<file path="src/rtl/lcd_pkg.sv">
// Shared constants and types for the LCD scan driver: ASCII digit codes and frame FSM states.
package lcd_pkg;

    localparam logic [7:0] ZERO  = 8'h30;
    localparam logic [7:0] ONE   = 8'h31;
    localparam logic [7:0] TWO   = 8'h32;
    localparam logic [7:0] THREE = 8'h33;
    localparam logic [7:0] FOUR  = 8'h34;
    localparam logic [7:0] FIVE  = 8'h35;
    localparam logic [7:0] SIX   = 8'h36;
    localparam logic [7:0] SEVEN = 8'h37;
    localparam logic [7:0] EIGHT = 8'h38;
    localparam logic [7:0] NINE  = 8'h39;
    localparam logic [7:0] ERROR = 8'h3A;

    typedef enum logic [1:0] {
        IDLE = 2'd0,
        SEND = 2'd1,
        DONE = 2'd2
    } frame_state_e;

endpackage

</file>
<file path="src/rtl/bcd_to_ascii.sv">
// Combinational BCD digit to ASCII character; non-decimal codes map to the ERROR glyph.
module bcd_to_ascii
    import lcd_pkg::*;
(
    input  logic [3:0] bcd_i,
    output logic [7:0] ascii_o
);

    always_comb begin
        if (bcd_i <= 4'd9) begin
            ascii_o = ZERO + {4'h0, bcd_i};
        end else begin
            ascii_o = ERROR;
        end
    end

endmodule

</file>
<file path="src/rtl/lcd_scan_driver.sv">
// Sends one BCD time value to an LCD a digit at a time, and raises a bounded alarm
// when the running time matches the stored alarm time.
module lcd_scan_driver
    import lcd_pkg::*;
#(
    parameter int NUM_DIGITS   = 4,
    parameter int ALARM_CYCLES = 16,
    localparam int SEL_W       = (NUM_DIGITS > 1) ? $clog2(NUM_DIGITS) : 1
) (
    input  logic                    clock,
    input  logic                    reset,
    input  logic [4*NUM_DIGITS-1:0] key_time,
    input  logic [4*NUM_DIGITS-1:0] alarm_time,
    input  logic [4*NUM_DIGITS-1:0] current_time,
    input  logic                    show_new_time,
    input  logic                    show_alarm,
    input  logic                    refresh,
    input  logic                    lcd_ready,
    input  logic                    alarm_ack,
    output logic [7:0]              lcd_data,
    output logic [SEL_W-1:0]        lcd_digit_sel,
    output logic                    lcd_valid,
    output logic                    frame_done,
    output logic                    busy,
    output logic                    sound_alarm
);

    frame_state_e            state_q, state_d;
    logic [SEL_W-1:0]        idx_q, idx_d;
    logic [4*NUM_DIGITS-1:0] snap_q, snap_d;
    logic [4*NUM_DIGITS-1:0] src_time;
    logic [3:0]              cur_digit;

    always_comb begin
        if (show_new_time) begin
            src_time = key_time;
        end else if (show_alarm) begin
            src_time = alarm_time;
        end else begin
            src_time = current_time;
        end
    end

    always_comb begin
        cur_digit = 4'h0;
        for (int i = 0; i < NUM_DIGITS; i++) begin
            if (idx_q == SEL_W'(i)) begin
                cur_digit = snap_q[4*i +: 4];
            end
        end
    end

    bcd_to_ascii u_bcd_to_ascii (
        .bcd_i   (cur_digit),
        .ascii_o (lcd_data)
    );

    always_ff @(posedge clock) begin
        if (reset) begin
            state_q <= IDLE;
            idx_q   <= '0;
            snap_q  <= '0;
        end else begin
            state_q <= state_d;
            idx_q   <= idx_d;
            snap_q  <= snap_d;
        end
    end

    // Refresh is only honoured in IDLE, so a request during a frame is dropped.
    always_comb begin
        state_d    = state_q;
        idx_d      = idx_q;
        snap_d     = snap_q;
        lcd_valid  = 1'b0;
        frame_done = 1'b0;
        busy       = 1'b1;
        case (state_q)
            IDLE: begin
                busy = 1'b0;
                if (refresh) begin
                    snap_d  = src_time;
                    idx_d   = '0;
                    state_d = SEND;
                end
            end
            SEND: begin
                lcd_valid = 1'b1;
                if (lcd_ready) begin
                    if (idx_q == SEL_W'(NUM_DIGITS - 1)) begin
                        state_d = DONE;
                    end else begin
                        idx_d = idx_q + 1'b1;
                    end
                end
            end
            DONE: begin
                frame_done = 1'b1;
                state_d    = IDLE;
            end
            default: begin
                state_d = IDLE;
            end
        endcase
    end

    assign lcd_digit_sel = idx_q;

    logic        match_q, match_prev_q;
    logic        sound_q, sound_d;
    logic [15:0] cnt_q, cnt_d;
    logic        match_rise;

    assign match_rise = match_q & ~match_prev_q;

    always_ff @(posedge clock) begin
        if (reset) begin
            match_q      <= 1'b0;
            match_prev_q <= 1'b0;
            sound_q      <= 1'b0;
            cnt_q        <= '0;
        end else begin
            match_q      <= (current_time == alarm_time);
            match_prev_q <= match_q;
            sound_q      <= sound_d;
            cnt_q        <= cnt_d;
        end
    end

    // Ack outranks a fresh rising match; a rising match while sounding restarts the count.
    always_comb begin
        sound_d = sound_q;
        cnt_d   = cnt_q;
        if (alarm_ack) begin
            sound_d = 1'b0;
            cnt_d   = '0;
        end else if (match_rise) begin
            sound_d = 1'b1;
            cnt_d   = '0;
        end else if (sound_q) begin
            if (cnt_q == 16'(ALARM_CYCLES - 1)) begin
                sound_d = 1'b0;
                cnt_d   = '0;
            end else begin
                cnt_d = cnt_q + 16'd1;
            end
        end
    end

    assign sound_alarm = sound_q;

endmodule

</file>
<file path="config.mk">
export PLATFORM = sky130hd
export DESIGN_NAME = lcd_scan_driver
export DESIGN_NICKNAME = d
export VERILOG_FILES = /design/src/rtl/lcd_pkg.sv /design/src/rtl/bcd_to_ascii.sv /design/src/rtl/lcd_scan_driver.sv
export SDC_FILE = /design/constraint.sdc
export NUM_CORES = 1
export LEC_CHECK = 0
export CAP_MARGIN = 20
export CORE_MARGIN = 2
export CORE_UTILIZATION = 26
export CTS_BUF_LIST = sky130_fd_sc_hd__clkbuf_8
export DETAILED_ROUTE_END_ITERATION = 6
export DONT_BUFFER_PORTS = 1
export PLACE_DENSITY = 0.48
export SKIP_CTS_REPAIR_TIMING = 1
export SYNTH_ARGS = -nofsm -noshare
export SYNTH_HDL_FRONTEND = slang
export SYNTH_SLANG_ARGS = --single-unit
</file>
<file path="constraint.sdc">
create_clock -name clock -period 4.9 [get_ports clock]
set_input_delay 1.225 -clock clock [delete_from_list [all_inputs] [get_ports clock]]
set_output_delay 1.225 -clock clock [all_outputs]
set_load 0.005 [all_outputs]
</file>
Word level (Yosys, flattened, before mapping)
Cells that the tools add are included.

storage, ports and cells
  register bits = 39
  bits of input ports = 55
  output and inout bits = 14

cells by class
  equality and inequality tests = 11
  $lt $le $gt $ge = 1
  multiplexer cells = 22
  add/sub/neg operators = 3
  reductions and logical operators = 8
  bitwise gates (word level) = 2

operators with widths
  kind                                                  count
  2-to-1 mux 16 bit                                     3
  adder 16 x 1 -> 16 bit, second input constant         1
  equality test 16 bit                                  1
  equality test 16 x 4 -> 1 bit, second input constant  1
  2-to-1 mux 4 bit                                      4
  2-to-1 mux 2 bit                                      6
  2-to-1 mux 8 bit                                      1
  != test 2 bit, second input constant                  4
  one-hot mux 2 bit (2 select lines)                    2
  adder 6 x 4 -> 7 bit, first input constant            1
  equality test 2 bit, second input constant            3
  2-to-1 mux 1 bit                                      6
  equality test 2 x 1 -> 1 bit, second input constant   2
  <= comparator 4 bit, second input constant            1
  zero test 2 bit                                       2
  AND reduction 4 bit                                   1
  AND reduction 3 bit                                   1
  OR reduction 3 bit                                    1
  adder 2 x 1 -> 2 bit, second input constant           1
  AND reduction 2 bit                                   1
  nonzero test 2 bit                                    1
  OR reduction 2 bit                                    1
  AND 1 bit                                             1
  NOT 1 bit                                             1

Logic depth before layout (Yosys ltp)
Gate-level depths: netlist of the first run.

  word-level depth = 7
  gate-level depth with buffers = 6

Hierarchy
A second synthesis of the first run with hierarchy kept.

second synthesis, totals
  cell total of the unflattened synthesis = 301
  area total of the unflattened synthesis = 2,361.0 µm²

modules (own cells, without submodules)
  module           times used  cells an instance  area each (µm²)
  lcd_scan_driver  1           290                2,290.9
  bcd_to_ascii     1           11                 70.1

Least setup slack after synthesis of the first run
OpenSTA, ideal clock, no wires.

  path type = register to output
  start point = register idx_q[0] (netlist: lcd_digit_sel[0])
  end point = output lcd_data[0]
  slack = 2,174 ps
  arrival = 1,501 ps
  stages on the path, launching flop included = 7
  required time = 3,675 ps
  buffers on the path = 1
  cells stage by stage = dfxtp_1 > ha_1 > clkbuf_1 > a211oi_1 > a211oi_1 > a21oi_1 > o221a_2

on the way
  word-level cells in the longest chain between the ends = 7
  elaborated cells between the ends (all ways) = 11
  those cells by class = add/sub (1); order compare (1); eq/ne (3); mux (5); reduce/logical (1)

RTL lines
  item                                                         RTL line                                RTL
  start, declared                                              lcd_scan_driver.sv:29                   logic [SEL_W-1:0] idx_q, idx_d;
  start signal, assigned                                       lcd_scan_driver.sv:65                   idx_q <= idx_d;
  zero test 2 bit                                              lcd_scan_driver.sv:47                   if (idx_q == SEL_W'(i)) begin
  2-to-1 mux 4 bit (3 in a row)                                lcd_scan_driver.sv:47
  2-to-1 mux 4 bit (*)                                         lcd_scan_driver.sv:47
  adder 6 x 4 -> 7 bit or <= comparator 4 bit (tied branches)  bcd_to_ascii.sv:11, bcd_to_ascii.sv:10
  2-to-1 mux 8 bit (*)                                         bcd_to_ascii.sv:10                      if (bcd_i <= 4'd9) begin
  end, declared                                                lcd_scan_driver.sv:20                   output logic [7:0] lcd_data,

Mark *: on every way between the ends. The rest lies on a longest branch, timed or not.

Worst setup path in the final report of the first run
Ends and elaborated chain as after synthesis.

==> metrics.md, run 1 <==
| Metric | Value |
|---|---|
| Outcome | complete, no violations |
| Die area | 9834 um^2 |
| Top-area cell type share of the netlist area | 33.16% |
| Worst Min Path Start | snap_q[9] |
| Grt met3 use | 3.022% |
| Total Routing Usage GR | 11.32% |
| Worst-path clk slew | 0.08 ns |
| Final count of negative-setup-slack endpoints | 0 |
| Fin crit period | 3.234 ns |
| Post-Syn Area per Cell | 7.746 um^2 |
| Data arrival time at the worst-slack endpoint | 2.01 ns |
| Avg Vias per Cell | 4.845 |
| Ratio of total power to cell area | 253.4 nW/um^2 |
| Net count reported at finish | 357 |
| Number of global-route vias before repair | 1957 |
| Pre-CTS worst setup slack | 1.984 ns |
| Clock latency at the later pin of the worst-skew pair | 0.29 ns |
| Largest net degree at the start of global routing | 33 |
| Area growth from synthesis to layout | 6.907% |
| Library cell used as clock root buffer | sky130_fd_sc_hd__clkbuf_8 |
| Clock sink count | 39 |
| Number of synthesized register bits | 39 |
| Met1 track demand over resource in global routing | 13.37% |
| Unrepaired setup endpoints after global routing | no |
| Overall routed net length | 5514 um |
| Most frequent cell after synthesis | sky130_fd_sc_hd__nand2_1 |
| Cell taking the most area after synthesis | sky130_fd_sc_hd__dfxtp_1 |
| Sum of net half-perimeters after detailed placement | 4315 um |
| Min-Delay Path Class | reg -> reg |
| Synthesized instance count | 304 |
| Most common library cells after synthesis | sky130_fd_sc_hd__nand2_1 (62), sky130_fd_sc_hd__dfxtp_1 (39), sky130_fd_sc_hd__a21oi_1 (25) |
| Standard-cell rows | 34 |
| CTS Buf Count | 5 |
| Met2 capacity usage during global routing | 20.32% |
| Setup CP Type | reg -> out |
| Register area share after synthesis | 33.16% |
| Max Fanout on Critical Path | 8 |
| Final worst hold slack | 0.4506 ns |
| Layout cell share with drive strength beyond 1 | 6.040% |
| Cell Area, Synth | 2355 um^2 |
| Worst-case headroom to the max-slew limit | 57.91% |
| Detailed-router iteration count before antenna repair | 4 |
| Period utilization | 65.99% |
| Number of nets still failing antenna checks after routing | 0 |
| Drt drc | 0 |
| Number of antenna violations at the first check in global routing | 0 |
| Initial Utilization | 26.87% |
| Number of buffer cells added on primary ports | 0 |
| Setup WS post-layout | 1.666 ns |
| Static leakage power | 0.9234 nW |
| Number of warnings printed during yosys synthesis | 0 |
| Most used flip-flop cell after synthesis | sky130_fd_sc_hd__dfxtp_1 |
| Initial DRC Count | 52 |
| Antenna diodes | 0 |
| Origin of the critical flop-to-flop path | cnt_q[0] |
| Final setup TNS | 0 ns |
| Vertical die dimension | 99.17 um |
| Io pins | 69 |
| Count of final max-slew check failures | 0 |
| Count of endpoints failing hold in the final timing report | 0 |
| Top post-synthesis cells by area | sky130_fd_sc_hd__dfxtp_1 (33%), sky130_fd_sc_hd__nand2_1 (9.9%), sky130_fd_sc_hd__xor2_1 (8.6%) |
| Kind of capture point of the worst setup path | output port |
| Upper clock frequency limit | 309.2 MHz |
| Clock tree from TritonCTS | done |
| IR Drop Worst-Case VDD | 142.9 uV |
| CP Data Required Time | 3.67 ns |
| Startpoint Class | flip-flop |
| Vias | 1967 |
| Max-Cap Viols | 0 |
| EDFF count, synth | 0 |
| Ys async rst share | 0% |
| Transition time at the pin with the least slew margin | 0.6310 ns |
| First-pass GRT wire length | 9066 um |
| Count of cell types in the netlist | 44 |
| Gp weighted congestion | 0.7506 |
| Worst-case clock skew | 0.009571 ns |
| Buffer depth of the longest clock path | 2 |
| H-tree level count | 2 |
| Startpoint of the most critical setup path | lcd_digit_sel[0] |
| Final routed wire length divided by cell count | 13.58 um |
| Floorplan core area | 8763 um^2 |
| Residual overflow from global routing | 0 |
| Layer with the highest usage after global routing | met2 |
| Floorplan die width | 99.17 um |
where the power goes:
part	switching (W)	total [W]	internal, W
combinational	0.0000395	0.0000715	0.0000320
sequential	0.00000766	0.000334	0.000327
clock	0.000117	0.000232	0.000115
flip-flops by register name, indices dropped and copies added, names as in the netlist:
name,flops
snap_q,16
match_prev_q,1
lcd_digit_sel,2
sound_alarm,1
cnt_q,16
state_q,2
match_q,1
worst paths after layout:
kind	cells past startpoint	end	slack [ns]
hold / removal	2	snap_q[9]	0.45
setup / recovery	6	lcd_data[0]	1.67
hold reg to reg	2	snap_q[9]	0.45
setup reg to reg	5	cnt_q[8]	3.03
metal layers:
metal  wire length [um]  part of all wire, %
met2               2754                   50
met4                 68                  1.2
met5                  0                    0
met1               2384                   43
met3                308                  5.6
layout by cell type (no fill, tap or decap), drive strengths merged, types with 2 or more instances in the layout:
cell type  instances
a211o              2
a211oi             3
a21oi             26
a22oi              2
and2               3
and3               2
and4               2
clkbuf             6
conb               4
dfxtp             39
ha                 5
inv               10
mux2i             16
nand2             62
nand2b             3
nand3              6
nand3b             3
nand4              6
nor2              18
nor2b              4
nor3               6
nor4               5
o21ai             21
or3                2
xnor2              4
xor2              23
critical path: stages (launching register included):
cell	delay, ns
sky130_fd_sc_hd__dfxtp_1	0.43
sky130_fd_sc_hd__inv_1	0.11
sky130_fd_sc_hd__ha_1	0.31
sky130_fd_sc_hd__nor3b_1	0.18
sky130_fd_sc_hd__a211oi_1	0.35
sky130_fd_sc_hd__a21oi_1	0.08
sky130_fd_sc_hd__o221a_2	0.26
cell type report:
cell class              instances  area [um^2]
clock inverters                 2        16.27
inverters                      10        37.54
well taps                     108        135.1
flip-flops and latches         39        780.7
clock buffers                   6        82.58
multi-input cells             241         1465
fillers                       964         6246
kinds of logic (layout without fill, tap and decap cells):
kind of cell,after synthesis,in the layout,synth area share [%]
AND/OR/NAND/NOR,128,128,26.83
multiplexers,17,17,7.279
adder cells (fa/ha/maj),5,5,2.657
AO/OA/AOI/OAI,60,60,14.77
other,2,4,0.3189
buffers and inverters,26,18,4.941
flip-flops,39,39,33.16
XOR/XNOR,27,27,10.04
stage by stage:
step	std cells	instance area [um^2]	util (%)	total power (W)
2_1_floorplan	306	2362	-	0.0004080
3_3_place_gp	398	2419	27.60	0.0004150
3_5_place_dp	398	2419	27.60	0.0004156
4_1_cts	406	2517	28.73	0.0006524
5_1_grt	406	2517	28.73	0.0006741
6_report	406	2517	28.73	0.0006380
No activity file was read; power rests on OpenSTA's default activity.
==> run 2: changes to the inputs <==
==> constraint.sdc (replaced) <==
create_clock -name clock -period 3.2 [get_ports clock]
set_input_delay 0.8 -clock clock [delete_from_list [all_inputs] [get_ports clock]]
set_output_delay 0.8 -clock clock [all_outputs]
set_load 0.005 [all_outputs]
==> run 2 against run 1 <==
  * Clock power increased by 52%
  * Flip-flop and latch count unchanged
  * Routed wire length increased by 3.2%
  * Worst setup slack got worse by 1.3 ns
  * Worst hold slack improved by 0.0036 ns
  * Critical path depth unchanged
  * Via count increased by 1.5%
  * Die area unchanged
  * First-iteration DRC count increased by 21%
  * Final cell count unchanged
  * Clock-buffer cell count decreased by 1
  * Design area decreased by 0.20%
==> metrics.md, run 2 (synthesis gave the netlist of run 1 again) <==
| Metric | Value |
|---|---|
| Outcome | complete, no violations |
| Clock latency at the later pin of the worst-skew pair | 0.30 ns |
| Final worst hold slack | 0.4542 ns |
| CTS Buf Count | 5 |
| Clock sink count | 39 |
| Static leakage power | 0.9203 nW |
| Final setup TNS | 0 ns |
| Transition time at the pin with the least slew margin | 0.6284 ns |
| Avg Vias per Cell | 4.919 |
| Standard-cell rows | 34 |
| Setup WS post-layout | 0.3560 ns |
| Worst reg2reg path depth | 5 |
| Commonest cells after routing, fill and taps aside | sky130_fd_sc_hd__nand2_1 (62), sky130_fd_sc_hd__dfxtp_1 (39), sky130_fd_sc_hd__a21oi_1 (25) |
| Clock tree from TritonCTS | done |
| Floorplan core area | 8763 um^2 |
| Final routed wire length divided by cell count | 14.01 um |
| Vias | 1997 |
| Period utilization | 88.87% |
| Library cell used as clock root buffer | sky130_fd_sc_hd__clkbuf_8 |
| Max Fanout on Critical Path | 8 |
| Detailed-router iteration count before antenna repair | 4 |
| Layout cell share with drive strength beyond 1 | 6.040% |
| Final count of negative-setup-slack endpoints | 0 |
| Initial DRC Count | 63 |
| Number of nets still failing antenna checks after routing | 0 |
| Number of antenna violations at the first check in global routing | 0 |
| Min-Delay Path Class | reg -> reg |
| Worst-path clk slew | 0.08 ns |
| Final Non-Filler Cells | 406 |
| H-tree level count | 2 |
| Gp weighted congestion | 0.7494 |
| Count of final max-slew check failures | 0 |
| Largest net degree at the start of global routing | 33 |
| Residual overflow from global routing | 0 |
| Worst-case clock skew | 0.01917 ns |
| Unrepaired setup endpoints after global routing | no |
| Max-Cap Viols | 0 |
| IR Drop Worst-Case VDD | 209.6 uV |
| Regs by FF count | cnt_q x16, snap_q x16 |
| Overall routed net length | 5688 um |
| Kind of capture point of the worst setup path | output port |
| Vertical die dimension | 99.17 um |
| Drt drc | 0 |
| Setup CP Type | reg -> out |
| Data arrival time at the worst-slack endpoint | 2.04 ns |
| Initial Utilization | 26.87% |
| First-pass GRT wire length | 9287 um |
| Most frequent standard cell in the layout excluding fill and tap cells | sky130_fd_sc_hd__nand2_1 |
| Floorplan die width | 99.17 um |
| Finished Core Util | 28.67% |
| Number of buffer cells added on primary ports | 0 |
| Die area | 9834 um^2 |
| Count of cells along the worst hold path | 2 |
| Total Routing Usage GR | 11.63% |
| Count of endpoints failing hold in the final timing report | 0 |
| Ratio of total power to cell area | 387.6 nW/um^2 |
| Fin crit period | 2.844 ns |
| Startpoint Class | flip-flop |
| Pre-CTS worst setup slack | 0.7083 ns |
| CP Data Required Time | 2.40 ns |
| Area growth from synthesis to layout | 6.695% |
| DP Cell Count | 398 |
| Worst-case headroom to the max-slew limit | 58.08% |
| Antenna diodes | 0 |
| Sum of net half-perimeters after detailed placement | 4339 um |
| Upper clock frequency limit | 351.6 MHz |
| Buffer depth of the longest clock path | 2 |
| Net count reported at finish | 357 |
| Io pins | 69 |
| Number of global-route vias before repair | 1998 |
run 2: per-layer routing:
layer | track usage [%] | routed length, um | part of all wire [%]
met4 | 3.372 | 56 | 0.98
met5 | 0 | 0 | 0
met3 | 2.741 | 254 | 4.5
met2 | 19.96 | 2775 | 49
met1 | 14.55 | 2601 | 46
run 2: final timing paths:
kind                    start     endpoint  slack [ns]
min                snap_q[10]   snap_q[10]        0.45
max          lcd_digit_sel[0]  lcd_data[0]        0.36
max reg2reg          cnt_q[0]     cnt_q[7]        1.32
min reg2reg        snap_q[10]   snap_q[10]        0.45
run 2: final cells by class:
type / count / area (um^2)
Clock buffer: 5 / 68.82
Clock inverter: 3 / 25.02
Fill cell: 965 / 6251
Inverter: 10 / 37.54
Multi-Input combinational cell: 241 / 1465
Sequential cell: 39 / 780.7
Tap cell: 108 / 135.1
run 2: metrics by stage:
stage          power (W)  instance area [um^2]
3_5_place_dp   0.0006361                  2419
2_1_floorplan  0.0006248                  2362
6_report       0.0009739                  2512
4_1_cts        0.0009874                  2512
5_1_grt         0.001024                  2512
3_3_place_gp   0.0006355                  2419
run 2: power by group:
part           internal (W)  switching (W)
logic             0.0000490      0.0000604
registers          0.000500      0.0000121
clock network      0.000156       0.000196
run 2: critical path: stages, from the launching register on:
cell and delay [ns]:
sky130_fd_sc_hd__dfxtp_1 0.44, sky130_fd_sc_hd__inv_1 0.12, sky130_fd_sc_hd__ha_1 0.31, sky130_fd_sc_hd__nor3b_1 0.18, sky130_fd_sc_hd__a211oi_1 0.37, sky130_fd_sc_hd__a21oi_1 0.08
sky130_fd_sc_hd__o221a_2 0.26
